[src/rtl/barrel_cmd_fifo_if.sv]
// Command handshake bundle between producer, FIFO and the barrel shifter.
// Upstream push side (in_*) and downstream head side (out_*).
interface barrel_cmd_fifo_if;
    logic       in_valid;
    logic       in_ready;
    logic [7:0] in_cmd;
    logic       out_valid;
    logic       out_ready;
    logic [7:0] out_cmd;

    modport master (
        output in_valid, in_cmd, out_ready,
        input  in_ready, out_valid, out_cmd
    );

    modport slave (
        input  in_valid, in_cmd, out_ready,
        output in_ready, out_valid, out_cmd
    );
endinterface

[src/rtl/barrel_cmd_fifo.sv]
// First-word fall-through command FIFO feeding a 4-bit barrel shifter.
// No-op commands (rot=dir=amt=0) are swallowed and flagged in nop_drop.
module barrel_cmd_fifo #(
    parameter int DEPTH = 4
) (
    input  logic                     clk,
    input  logic                     rst_n,
    input  logic                     flush,
    barrel_cmd_fifo_if.slave         bus,
    output logic [$clog2(DEPTH):0]   level,
    output logic                     nop_drop
);
    localparam int AW = $clog2(DEPTH);
    localparam logic [AW:0] FULL = (AW+1)'(DEPTH);

    logic [7:0]    mem [DEPTH];
    logic [AW-1:0] wr_ptr;
    logic [AW-1:0] rd_ptr;
    logic          is_nop;
    logic          accept;
    logic          push;
    logic          pop;

    assign bus.in_ready  = rst_n && !flush && (level < FULL);
    assign bus.out_valid = (level != '0) && !flush;
    assign bus.out_cmd   = (level != '0) ? mem[rd_ptr] : 8'h00;

    assign is_nop = (bus.in_cmd[7:4] == 4'h0);
    assign accept = bus.in_valid && bus.in_ready;
    assign push   = accept && !is_nop;
    assign pop    = bus.out_valid && bus.out_ready;

    // Storage is data only; validity is tracked by level and pointers.
    always_ff @(posedge clk) begin
        if (push) begin
            mem[wr_ptr] <= bus.in_cmd;
        end
    end

    always_ff @(posedge clk or negedge rst_n) begin
        if (!rst_n) begin
            wr_ptr   <= '0;
            rd_ptr   <= '0;
            level    <= '0;
            nop_drop <= 1'b0;
        end else if (flush) begin
            wr_ptr   <= '0;
            rd_ptr   <= '0;
            level    <= '0;
            nop_drop <= 1'b0;
        end else begin
            if (push) begin
                wr_ptr <= wr_ptr + 1'b1;
            end
            if (pop) begin
                rd_ptr <= rd_ptr + 1'b1;
            end
            if (accept && is_nop) begin
                nop_drop <= 1'b1;
            end
            unique case ({push, pop})
                2'b10:   level <= level + 1'b1;
                2'b01:   level <= level - 1'b1;
                default: level <= level;
            endcase
        end
    end
endmodule

[src/flat_wrapper.sv]
// flat-port wrapper written by rule: the top's interface ports become plain ports
module barrel_cmd_fifo_flat 
#(
    parameter int DEPTH = 4
)
  (clk, rst_n, flush, level, nop_drop, bus_in_valid, bus_in_cmd, bus_out_ready, bus_in_ready, bus_out_valid, bus_out_cmd);
  barrel_cmd_fifo_if bus_i ();
  input  logic clk;
  input  logic rst_n;
  input  logic flush;
  output logic [$clog2(DEPTH):0] level;
  output logic nop_drop;
  input wire logic [$bits(bus_i.in_valid)-1:0] bus_in_valid;
  input wire logic [$bits(bus_i.in_cmd)-1:0] bus_in_cmd;
  input wire logic [$bits(bus_i.out_ready)-1:0] bus_out_ready;
  output wire logic [$bits(bus_i.in_ready)-1:0] bus_in_ready;
  output wire logic [$bits(bus_i.out_valid)-1:0] bus_out_valid;
  output wire logic [$bits(bus_i.out_cmd)-1:0] bus_out_cmd;
  assign bus_i.in_valid = bus_in_valid;
  assign bus_i.in_cmd = bus_in_cmd;
  assign bus_i.out_ready = bus_out_ready;
  assign bus_in_ready = bus_i.in_ready;
  assign bus_out_valid = bus_i.out_valid;
  assign bus_out_cmd = bus_i.out_cmd;
  barrel_cmd_fifo #(.DEPTH(DEPTH)) u_core (.clk(clk), .rst_n(rst_n), .flush(flush), .bus(bus_i), .level(level), .nop_drop(nop_drop));
endmodule
[config.mk]
export PLATFORM = sky130hd
export DESIGN_NAME = barrel_cmd_fifo_flat
export DESIGN_NICKNAME = d
export VERILOG_FILES = /design/src/rtl/barrel_cmd_fifo_if.sv /design/src/rtl/barrel_cmd_fifo.sv /design/src/flat_wrapper.sv
export SDC_FILE = /design/constraint.sdc
export NUM_CORES = 1
export LEC_CHECK = 0
export CAP_MARGIN = 5
export CORE_UTILIZATION = 65
export DETAILED_ROUTE_END_ITERATION = 16
export DONT_BUFFER_PORTS = 1
export PLACE_DENSITY = 0.81
export SLEW_MARGIN = 20
export SYNTH_ARGS = -nofsm -noshare
export SYNTH_HDL_FRONTEND = slang
export SYNTH_SLANG_ARGS = --single-unit
[constraint.sdc]
create_clock -name clk -period 4.92 [get_ports clk]
set_clock_uncertainty 0.05 [all_clocks]
set_input_delay 0.984 -clock clk [delete_from_list [all_inputs] [get_ports clk]]
set_output_delay 0.984 -clock clk [all_outputs]
set_load 0.1 [all_outputs]
* After elaboration in Yosys (flattened, before gate mapping) *
Memory sizes are Yosys's and may differ from the RTL's.
Index checks and enable logic that the tools add are counted.

word-level totals
  bits in registers = 8
  input bits = 13
  RAM bits = 32
  memories kept = 1
  word-level logic and storage cells = 38

cells by class
  equality and inequality tests = 2
  mux-type cells = 11
  magnitude comparators = 1
  $add $sub $neg = 4
  reduce and logical (&&, ||, !) cells = 15

memories
  memory      words  bits a word  read ports  clocked after memory_dff  write ports  RTL line               text
  u_core.mem  4      8            1           0                         1            barrel_cmd_fifo.sv:16  logic [7:0] mem [DEPTH];

operators by type and width
  operator               count
  $mux W2                4
  $mux W8                1
  $logic_and A1 B1 Y1    7
  $pmux W3 S2            1
  $reduce_bool A2 Y1     3
  $reduce_bool A3 Y1     2
  $add A2 B1 Y2 const B  2
  $logic_not A4 Y1       1
  $mux W1                4
  $add A3 B1 Y3 const B  1
  $lt A3 B3 Y1 const B   1
  $mux W3                1
  $sub A3 B1 Y3 const B  1
  $eq A2 B1 Y1 const B   1
  $eq A2 B2 Y1 const B   1
  $logic_not A1 Y1       2

* Depth between registers and ports, before layout *
  depth in word-level cells = 8
  depth in mapped cells = 9

* Worst setup path before layout *
OpenSTA, ideal clock, no wires.

  path type = in2reg
  from = input port flush
  to = register u_core.level[2]
  stages = 9
  slack = 696 ps
  arrival = 4092 ps
  path through = nor3b_2 and3b_1 buf_6 clkbuf_8 nor3_1 fa_1 or2b_2 or4_1 a31oi_1

on the way
  word-level cells in the longest chain between the ends = 8
  elaborated cells on any way between the ends = 12
  classes of those cells = 2 x eq/ne; 2 x mux; 8 x reduce/logical

ends and longest elaborated chain
  element                                              RTL line                                      text
  start, declared                                      flat_wrapper.sv:10                            input logic flush;
  $logic_not A1 Y1                                     barrel_cmd_fifo.sv:24, barrel_cmd_fifo.sv:25
  $logic_and A1 B1 Y1 (2 in series)                    barrel_cmd_fifo.sv:24                         assign bus.in_ready = rst_n && !flush && (level < FULL);
  $logic_and A1 B1 Y1                                  barrel_cmd_fifo.sv:29                         assign accept = bus.in_valid && bus.in_ready;
  $logic_and A1 B1 Y1                                  barrel_cmd_fifo.sv:30                         assign push = accept && !is_nop;
  $eq A2 B1 Y1 / $eq A2 B2 Y1 (equally long branches)  barrel_cmd_fifo.sv:61                         unique case ({push, pop})
  $pmux W3 S2                                          barrel_cmd_fifo.sv:61
  $mux W3                                              barrel_cmd_fifo.sv:46                         end else if (flush) begin
  end signal, assigned                                 barrel_cmd_fifo.sv:62                         2'b10: level <= level + 1'b1;
  end signal, assigned                                 barrel_cmd_fifo.sv:63                         2'b01: level <= level - 1'b1;
  end signal, assigned                                 barrel_cmd_fifo.sv:64                         default: level <= level;
  end, declared                                        barrel_cmd_fifo.sv:10                         output logic [$clog2(DEPTH):0] level,

Several ways; a longest one is shown, not always the timed one.
A chain may end at the register's enable or synchronous reset.

* Worst setup path after layout *
  from = register u_core.level[1]
  to = output port bus_out_cmd[5]

on the way
  word-level cells in the longest chain between the ends = 2

ends and longest elaborated chain
  element             RTL line               text
  $reduce_bool A3 Y1  barrel_cmd_fifo.sv:26  assign bus.out_cmd = (level != '0) ? mem[rd_ptr] : 8'h00;
  $mux W8             barrel_cmd_fifo.sv:26
  end, declared       flat_wrapper.sv:18     output wire logic [$bits(bus_i.out_cmd)-1:0] bus_out_cmd;

Every way passes these cells.

==> flow_summary.json <==
{
  "finalCritPeriodShare": 0.767,
  "p_per_area_nw_per_um2": 366,
  "worst-path-buf-inv": 0,
  "slowest_stage": "dfrtp_1",
  "run_status": "completed",
  "layout_common_cells": "edfxtp_1, mux4_2, nor2b_2, dfrtp_1",
  "port_buffers": 0,
  "core_um2": 2520,
  "drt_iter0_markers": 25,
  "worstSetupStartpointType": "flop",
  "postCtsHoldBufs": 0,
  "vias": 871,
  "p_sw_mw": 0.218,
  "power_leakage_nw": 0.618,
  "cts_sinks": 40,
  "worst-setup-path-type": "reg2out",
  "rows": 18,
  "cp_cell_sequence": "nor3_2 -> nor2b_2",
  "grt_max_degree": 15,
  "diodes": 0,
  "hp-class": "in2async",
  "crit_fanout": 9,
  "tns_ps": 0,
  "final_antenna_net_count": 0,
  "yosysSeqAreaShare": 0.658,
  "dp_slack_ps": 1420,
  "clockPowerShare": 0.229,
  "ys_seq_elements": 40,
  "switching_share": 0.322,
  "io_pins": 27,
  "critPathTopFamily": "simple AND/OR/NAND/NOR gates",
  "fin_crit_ps": 3770,
  "vdd_ir_drop_max_uv": 329,
  "syn_area_um2": 1760,
  "final-setup-viol-count": 0,
  "die_h_um": 54.1,
  "drcViolationCount": 0,
  "die_area_um2": 2930,
  "rsz0062_at_grt": "no",
  "start_util": 0.699,
  "cp.required_ps": 3890,
  "async_reset_ff_frac": 0.200,
  "grt_pass1_wl_um": 4060,
  "ys_types": 33,
  "p_comb_frac": 0.181,
  "track_usage": 0.225,
  "syn_inst": 105,
  "postCtsSetupRepairBufs": 0,
  "yosysWarnings": 0,
  "overflow": 0,
  "post_cts_resized": 0,
  "tightest_slew_ps": 1120,
  "synth_ff_type": "edfxtp_1",
  "fmax_ghz": 0.265,
  "die_w_um": 54.1,
  "crit_arrival_ps": 2740,
  "antenna_found_initial": 0,
  "drt_first_pass_iters": 4,
  "synth_fp_nets": 123,
  "p_seq_frac": 0.590,
  "cts-htree-levels": 2,
  "cp-startpoint": "u_core.level[1]",
  "grt_pass1_vias": 828,
  "cts_tree": "built",
  "totalWireLength_um": 2820,
  "clk_pin_slew_ps": 110,
  "endpoint_kind": "output port",
  "cts_made_buffers": 5,
  "syn_to_final_growth_pct": 4.61,
  "gp_congestion": 0.755,
  "drive_above_1_share": 0.275,
  "slew_headroom": 0.253,
  "setup_ws_ps": 1150,
  "final_nets": 126,
  "clock-root-buffer": "clkbuf_4",
  "slew_viol_final": 0,
  "synth_edf_count": 32,
  "critPathMaxStageDelay_ps": 1100,
  "insertion_delay_ps": 330,
  "cts.path.max_buffers": 2,
  "vias_per_cell": 6.27,
  "avgSynthCellArea_um2": 16.8,
  "r2r_start": "u_core.level[2]",
  "p_int_mw": 0.459,
  "layout_commonest_cell": "edfxtp_1",
  "wl_per_cell_um": 20.3,
  "place_hpwl_um": 1980,
  "hold_viol": 0,
  "maxCapViolations": 0
}
stage by stage:
step           total power [mW]   util  hold WS, ps  cells  cell area (um2)
2_1_floorplan             0.514      -          505    105             1760
3_3_place_gp              0.526  0.712          545    131             1800
3_5_place_dp              0.530  0.712          558    131             1800
4_1_cts                   0.680  0.732          267    139             1850
5_1_grt                   0.700  0.732          244    139             1850
6_report                  0.676  0.732          275    139             1850
synth_stat cells (all sizes together) (3+ instances only):
| library cell | number | share of area |
|---|---|---|
| ha | 4 | 0.028 |
| nor2 | 6 | 0.013 |
| nor2b | 8 | 0.028 |
| dfrtp | 8 | 0.11 |
| clkbuf | 3 | 0.018 |
| inv | 4 | 0.0085 |
| and2 | 4 | 0.014 |
| mux4 | 8 | 0.10 |
| edfxtp | 32 | 0.54 |
power by group through the flow:
stage	Sequential [mW]	Clock, mW	Combinational (mW)
4_1_cts	0.399	0.157	0.123
3_3_place_gp	0.406	0	0.120
5_1_grt	0.401	0.171	0.128
2_1_floorplan	0.399	0	0.115
6_report	0.399	0.155	0.122
3_5_place_dp	0.407	0	0.123
registers in the layout, summed over array words and instances (netlist names):
register	flops
u_core.nop_drop	1
u_core.wr_ptr	2
u_core.mem	32
u_core.level	3
u_core.rd_ptr	2
logic make-up (layout without fill, tap and decap cells):
logic type | Yosys count | in the layout | share of synthesized area
DFF | 40 | 40 | 0.658
and+or+nand+nor | 30 | 30 | 0.104
muxes | 10 | 10 | 0.114
buffers and inverters | 9 | 13 | 0.0355
AOI/OAI and AO/OA | 7 | 7 | 0.0291
adders and majority gates | 5 | 5 | 0.0397
xor gates and xnor gates | 4 | 4 | 0.0199
cell type report:
type                       count  area (um2)
multi-input combinational     56         574
clock buffer                   7        45.0
sequential                    40        1160
clock inverter                 1        5.00
timing repair buffer           1        7.51
inverter                       4        15.0
tap                           30        37.5
fill                         168         677
path summary, 6_finish.rpt:
kind                               endpoint  cells after the start  slack, ps
setup / recovery             bus_out_cmd[5]                      2       1150
hold / removal              u_core.level[1]                      0        280
setup reg to reg            u_core.level[2]                      8       1410
hold reg to reg            u_core.wr_ptr[0]                      1        580
max in group asynchronous  u_core.wr_ptr[0]                      0       4470
min in group clk           u_core.wr_ptr[0]                      1        580
routing by layer:
layer	vias to the layer above	GRT usage	share of wire
li1	398	-	-
met1	429	0.294	0.41
met2	36	0.329	0.49
met3	8	0.0763	0.076
met4	0	0.132	0.025
met5	-	0	0
No activity file was read; power rests on OpenSTA's default activity.
